===== config.mk =====
export PLATFORM = sky130hd
export DESIGN_NAME = snake_game_ctrl
export DESIGN_NICKNAME = d
export VERILOG_FILES = /design/src/rtl/snake_pkg.sv /design/src/rtl/snake_lfsr20.sv /design/src/rtl/snake_game_ctrl.sv
export SDC_FILE = /design/constraint.sdc
export NUM_CORES = 1
export LEC_CHECK = 0
export ABC_AREA = 1
export ABC_CLOCK_PERIOD_IN_PS = 1810
export BUFFER_PORTS_ARGS = -buffer_cell sky130_fd_sc_hd__buf_2
export CORE_ASPECT_RATIO = 1.75
export CORE_MARGIN = 4
export CORE_UTILIZATION = 55
export DETAILED_ROUTE_END_ITERATION = 8
export GPL_TIMING_DRIVEN = 0
export PLACE_DENSITY = 0.76
export SLEW_MARGIN = 20
export SYNTH_ARGS = -nofsm -noshare
export SYNTH_HDL_FRONTEND = slang
export SYNTH_SLANG_ARGS = --single-unit

===== constraint.sdc =====
create_clock -name clk -period 1.81 [get_ports clk]
set_input_delay 0.181 -clock clk [delete_from_list [all_inputs] [get_ports clk]]
set_output_delay 0.181 -clock clk [all_outputs]
set_load 0.01 [all_outputs]

===== src/rtl/snake_pkg.sv =====
// Shared snake-game constants: FSM encodings, screen limits, LFSR taps and coordinate fold.
// Used by the game controller, the LFSR and the VGA renderer.
package snake_pkg;

    typedef logic [1:0] state_t;

    localparam state_t ST_IDLE    = 2'd0;
    localparam state_t ST_PLAY    = 2'd1;
    localparam state_t ST_OVER    = 2'd2;
    localparam state_t ST_RESTART = 2'd3;

    localparam logic [9:0] H_MAX_DEF = 10'd799;
    localparam logic [9:0] V_MAX_DEF = 10'd599;

    localparam int LFSR_W      = 20;
    localparam int LFSR_TAP_HI = 19;
    localparam int LFSR_TAP_LO = 16;

    // Values above lim wrap down by (1023-lim); lands in range as long as lim >= 511.
    function automatic logic [9:0] fold_coord(input logic [9:0] c, input logic [9:0] lim);
        return (c > lim) ? (c - (10'd1023 - lim)) : c;
    endfunction

endpackage


===== src/rtl/snake_lfsr20.sv =====
// Free-running 20-bit Fibonacci LFSR with on-screen x/y fold.
// Latency: x/y are combinational from the LFSR register; no backpressure, shifts every cycle.
module snake_lfsr20
    import snake_pkg::*;
#(
    parameter logic [19:0] SEED  = 20'hACE1B,
    parameter logic [9:0]  H_MAX = H_MAX_DEF,
    parameter logic [9:0]  V_MAX = V_MAX_DEF
) (
    input  logic       clk,
    input  logic       rst_n,
    output logic [9:0] x,
    output logic [9:0] y
);

    logic [LFSR_W-1:0] lfsr_q;
    logic [LFSR_W-1:0] lfsr_d;

    always_comb begin
        lfsr_d = {lfsr_q[LFSR_W-2:0], lfsr_q[LFSR_TAP_HI] ^ lfsr_q[LFSR_TAP_LO]};
    end

    always_ff @(posedge clk or negedge rst_n) begin
        if (!rst_n) begin
            lfsr_q <= SEED;
        end else begin
            lfsr_q <= lfsr_d;
        end
    end

    assign x = fold_coord(lfsr_q[9:0], H_MAX);
    assign y = fold_coord(lfsr_q[19:10], V_MAX);

endmodule


===== src/rtl/snake_game_ctrl.sv =====
// Snake game sequencer: FSM, step timer, score, speed-up and food placement.
// Latency: all outputs registered, 1 cycle after start/drive/fin; no backpressure.
module snake_game_ctrl
    import snake_pkg::*;
#(
    parameter logic [9:0]  H_MAX     = H_MAX_DEF,
    parameter logic [9:0]  V_MAX     = V_MAX_DEF,
    parameter logic [18:0] STEP_INIT = 19'd312500,
    parameter logic [18:0] STEP_MIN  = 19'd100000,
    parameter logic [18:0] STEP_DEC  = 19'd12500,
    parameter logic [19:0] LFSR_SEED = 20'hACE1B,
    parameter int unsigned RST_CYC   = 4
) (
    input  logic       clk,
    input  logic       rst_n,
    input  logic       start_n,
    input  logic       drive,
    input  logic       fin,
    output logic       step_en,
    output logic [9:0] box_x,
    output logic [9:0] box_y,
    output logic       box_valid,
    output logic [7:0] score,
    output logic [1:0] state,
    output logic       snake_rst_n
);

    localparam logic [3:0]  RST_LAST  = 4'(RST_CYC - 1);
    localparam logic [18:0] DEC_FLOOR = STEP_MIN + STEP_DEC;

    state_t      state_q, state_d;
    logic        start_q, start_d;
    logic [18:0] cnt_q, cnt_d;
    logic [18:0] period_q, period_d;
    logic [7:0]  score_q, score_d;
    logic [9:0]  box_x_q, box_x_d;
    logic [9:0]  box_y_q, box_y_d;
    logic        box_valid_q, box_valid_d;
    logic        step_en_q, step_en_d;
    logic        snake_rst_n_q, snake_rst_n_d;
    logic [3:0]  rst_cnt_q, rst_cnt_d;

    logic [9:0]  cand_x;
    logic [9:0]  cand_y;
    logic        start;
    logic        place;

    snake_lfsr20 #(
        .SEED  (LFSR_SEED),
        .H_MAX (H_MAX),
        .V_MAX (V_MAX)
    ) u_lfsr (
        .clk   (clk),
        .rst_n (rst_n),
        .x     (cand_x),
        .y     (cand_y)
    );

    always_comb begin
        start         = start_q & ~start_n;
        start_d       = start_n;
        state_d       = state_q;
        cnt_d         = cnt_q;
        period_d      = period_q;
        score_d       = score_q;
        box_valid_d   = box_valid_q;
        step_en_d     = 1'b0;
        snake_rst_n_d = 1'b1;
        rst_cnt_d     = rst_cnt_q;
        place         = 1'b0;

        case (state_q)
            ST_IDLE: begin
                if (start) begin
                    score_d  = 8'd0;
                    period_d = STEP_INIT;
                    cnt_d    = 19'd0;
                    place    = 1'b1;
                    state_d  = ST_PLAY;
                end
            end
            ST_PLAY: begin
                box_valid_d = 1'b1;
                if (drive) begin
                    score_d = (score_q == 8'hFF) ? score_q : score_q + 8'd1;
                end
                // Death wins over an eat in the same cycle: score counts, food stays put.
                if (fin) begin
                    state_d = ST_OVER;
                end else if (drive) begin
                    period_d = (period_q >= DEC_FLOOR) ? period_q - STEP_DEC : STEP_MIN;
                    place    = 1'b1;
                end else if (cnt_q >= period_q) begin
                    step_en_d = 1'b1;
                    cnt_d     = 19'd0;
                end else begin
                    cnt_d = cnt_q + 19'd1;
                end
            end
            ST_OVER: begin
                if (start) begin
                    state_d       = ST_RESTART;
                    cnt_d         = 19'd0;
                    rst_cnt_d     = 4'd0;
                    snake_rst_n_d = 1'b0;
                    box_valid_d   = 1'b0;
                end
            end
            ST_RESTART: begin
                if (rst_cnt_q == RST_LAST) begin
                    state_d = ST_IDLE;
                end else begin
                    rst_cnt_d     = rst_cnt_q + 4'd1;
                    snake_rst_n_d = 1'b0;
                end
            end
            default: begin
                state_d = ST_IDLE;
            end
        endcase

        // Food coordinates change only on placement and are flagged invalid for that cycle.
        box_x_d = place ? cand_x : box_x_q;
        box_y_d = place ? cand_y : box_y_q;
        if (place) begin
            box_valid_d = 1'b0;
        end
    end

    always_ff @(posedge clk or negedge rst_n) begin
        if (!rst_n) begin
            state_q       <= ST_IDLE;
            start_q       <= 1'b1;
            cnt_q         <= 19'd0;
            period_q      <= STEP_INIT;
            score_q       <= 8'd0;
            box_x_q       <= 10'd0;
            box_y_q       <= 10'd0;
            box_valid_q   <= 1'b0;
            step_en_q     <= 1'b0;
            snake_rst_n_q <= 1'b0;
            rst_cnt_q     <= 4'd0;
        end else begin
            state_q       <= state_d;
            start_q       <= start_d;
            cnt_q         <= cnt_d;
            period_q      <= period_d;
            score_q       <= score_d;
            box_x_q       <= box_x_d;
            box_y_q       <= box_y_d;
            box_valid_q   <= box_valid_d;
            step_en_q     <= step_en_d;
            snake_rst_n_q <= snake_rst_n_d;
            rst_cnt_q     <= rst_cnt_d;
        end
    end

    assign step_en     = step_en_q;
    assign box_x       = box_x_q;
    assign box_y       = box_y_q;
    assign box_valid   = box_valid_q;
    assign score       = score_q;
    assign state       = state_q;
    assign snake_rst_n = snake_rst_n_q;

endmodule


==> results.md <==
* Power Density at roughly 1300 nW/um2
* Worst vdd ir at between 0.8 and 0.9 mV
* Syn_nets at 739
* 1st-pass router iterations at 5
* Wire length per cell at around 16 um
* Initial Util at 0.5593
* Worst Skew at 0.01399 ns
* Die ar. at between 10000 and 15000 um2
* Global-route track usage on met3 at 0.03943
* GR met1 Demand/Resource at 0.2625
* Met2 GRT Util at 0.4494
* Sequential share of power at 0.313
* Clk sinks at 94
* Min Clock Period, post-route at between 1.5 and 2 ns
* Mapped Cells at 705
* Post-DP HPWL at just under 10000 um
* #FFs+latches synth at between 90 and 100
* Cell Area, Synth at 5509 um2
* HP Start: drive
* Htree depth at 3
* Synth Warn # at 0
* Status: finished with violations
* Setup TNS at -1.463 ns
* Mean Syn Cell Area at around 8 um2
* FMAX at 0.5204 GHz
* Setup violators final at 19
* Max-slew violation count at 0
* Core region area at around 9800 um2
* Slew @ Worst Pin at around 0.42 ns
* Worst path required time at between 2 and 2.5 ns
* Net Switching at 3.858 mW
* Cell taking the most area after synthesis: dfrtp_1
* GRT Util Overall at 0.2457
* Row count at between 40 and 50
* Post-synth EDFFs at 0
* Internal power at roughly 5.1 mW
* Top Usage Layer GRT: met2
* Worst rel slew slack at 0.7192
* RSZ-0062 raised after global routing: true
* CP startpoint kind: flip-flop
* Placed cell areas at ~5900 um2
* Failing checks: setup timing
* Total grt overflow at 0
* CTS Buf Count at 9
* DRT iter0 DRCs at approximately 320
* Clk buf depth at 2
* Die Wd at 83.66 um
* Layout cell share with drive strength beyond 1 at 0.2985
* Clk_lat worst skew at 0.35 ns
* Max FO, Critical Path at 5
* CTS tree: built
* Vias in the first global route at a little over 5000
* Worst hold path class: primary input to flip-flop
* Critical Path Sink Type: flip-flop
* Largest net degree at the start of global routing at 68
* Routed wire length at roughly 14000 um
* Switch share at 0.4329
* Crit path DAT at ~2.2 ns
* Post-synth top cells: 210 x nand2_1, 74 x dfrtp_1, 74 x inv_1, 74 x nor2_1, 42 x nand3_1
* Root buf cell: clkbuf_16
* Asr flop ratio synth at 1.000
* Part of the cycle the worst path needs at 1.062
* Fin nets at ~810
* Synth cell types at 41
* Initial antenna violation count at 0
* Critical path class: flip-flop to flip-flop
* Yosys top cell area share at 0.3361
* Sequential-to-total area share from yosys stat at 0.4315
* Port buffer count at 37
* Clock-pin slew on the worst setup and hold paths at about 0.080 ns
* Layout Area Growth over Synthesis at 23.53%
* Critical path launch point: period_q[4]
* Via Count at 4933
* RD Place Congestion at a little under 1
* Setup ws final at -0.1114 ns
* Final Hold Violating Endpoints at 0
* Global-route wire length before repair at roughly 24000 um
* Vias per cell at 5.427
* I/O pins at 38
* Post-DRT Antenna Nets at 0
* Most frequent cell after synthesis: nand2_1
* Max_cap viols at 0
* P_leak at between 3 and 4 nW
* Comb power frac at 0.475
* Die H at ~140 um
* Ant. Diodes at 0
* Top post-synthesis cells by area: dfrtp_1 34%, nand2_1 14%, dfstp_2 9.5%
* Finished Cell Area at ~7000 um2
* # DRC at 0
* Main synth FF type: dfrtp_1
* Worst r2r src: period_q[4]
* Clock power frac at 0.212
## flip-flops by register name, indices dropped and copies added, names as in the netlist
name and count:
box_y 10, period_q 17, box_x 10, score 8, box_valid 1, u_lfsr.lfsr_q 20
start_q 1, rst_cnt_q 4, step_en 1, snake_rst_n 1, cnt_q 19, state 2
## worst max-delay path, stage by stage (launching register included)
cell and delay (ns):
dfstp_2 0.57, inv_2 0.06, ha_4 0.29, nand2_4 0.06
nor2_4 0.10, nand3b_1 0.17, nor2_4 0.15, nor2_4 0.07
nand3_4 0.14, buf_8 0.15, a21oi_2 0.05
## kinds of logic (layout without fill, tap and decap cells)
group / after synthesis / count (layout) / share of synthesized area
buffers and inverters: 95 / 174 / 0.07200
XOR/XNOR: 22 / 22 / 0.03498
flip-flops: 94 / 94 / 0.4315
AO/OA/AOI/OAI: 91 / 91 / 0.09448
adder cells (fa/ha/maj): 29 / 29 / 0.06586
AND/OR/NAND/NOR: 374 / 374 / 0.3012
## final cells by class
cell class / instances / area [um2]
clock inverters: 7 / 65.06
inverters: 86 / 337.8
flip-flops and latches: 94 / 2385
plain buffers: 9 / 82.58
clock buffers: 9 / 225.2
fillers: 786 / 3044
well taps: 125 / 156.4
repair buffers: 63 / 451.7
multi-input cells: 516 / 3102
## power groups by stage
stage / Clock (mW) / Combinational [mW] / Sequential (mW)
3_5_place_dp: 0 / 3.13 / 2.83
3_3_place_gp: 0 / 3.04 / 2.83
6_report: 1.89 / 4.23 / 2.79
4_1_cts: 1.92 / 3.79 / 2.77
2_1_floorplan: 0 / 2.27 / 2.81
5_1_grt: 2.01 / 4.64 / 2.83
## per-stage QoR
step	hold WS [ns]	utilization	worst slack, ns	total power, mW	std cells
CTS	0.1406	0.6687	-0.05057	8.481	902
finish	0.1819	0.6909	-0.1114	8.911	909
global route	0.2073	0.6909	-0.1721	9.478	909
floorplan	-0.1146	-	0.02229	5.082	705
global placement	0.3277	0.5940	-0.3124	5.862	867
detailed placement	0.07122	0.5974	-0.2794	5.969	868
## per-layer routing
layer | up-vias | part of all wire | routed length [um]
li1 | 2399 | - | -
met4 | 0 | 0.060 | 841
met3 | 58 | 0.041 | 585
met5 | - | 0 | 0
met2 | 166 | 0.53 | 7532
met1 | 2310 | 0.37 | 5161
## cell usage in the layout (no fill, tap or decap), types with 11 or more instances in the layout
cell / n
nor2_1: 64
buf_4: 20
nand2_1: 191
dfrtp_1: 68
nand3_1: 40
buf_2: 39
o21ai_0: 23
ha_1: 19
xor2_1: 14
inv_1: 60
inv_2: 20
nor2_2: 11
a21oi_1: 24
nand2_2: 22
dfstp_2: 20
a21oi_2: 15
nor2_4: 11
## what timing repair did
action,in CTS,in global routing
hold buffers,2,0
gates cloned,1,0
buffers inserted,16,7
endpoints found under the hold margin,28,0
endpoints found under the setup margin,47,50
gates resized for setup,59,50
pin swaps,21,26
## worst paths after layout
check | to | slack (ns) | cells past startpoint
max | cnt_q[18] | -0.11 | 10
min | step_en | 0.18 | 4
max reg2reg | cnt_q[18] | -0.11 | 10
min reg2reg | u_lfsr.lfsr_q[11] | 0.37 | 0
max in group asynchronous | u_lfsr.lfsr_q[9] | 0.89 | 3
min in group asynchronous | period_q[13] | 0.26 | 2
Power figures use the tool's default switching activity.
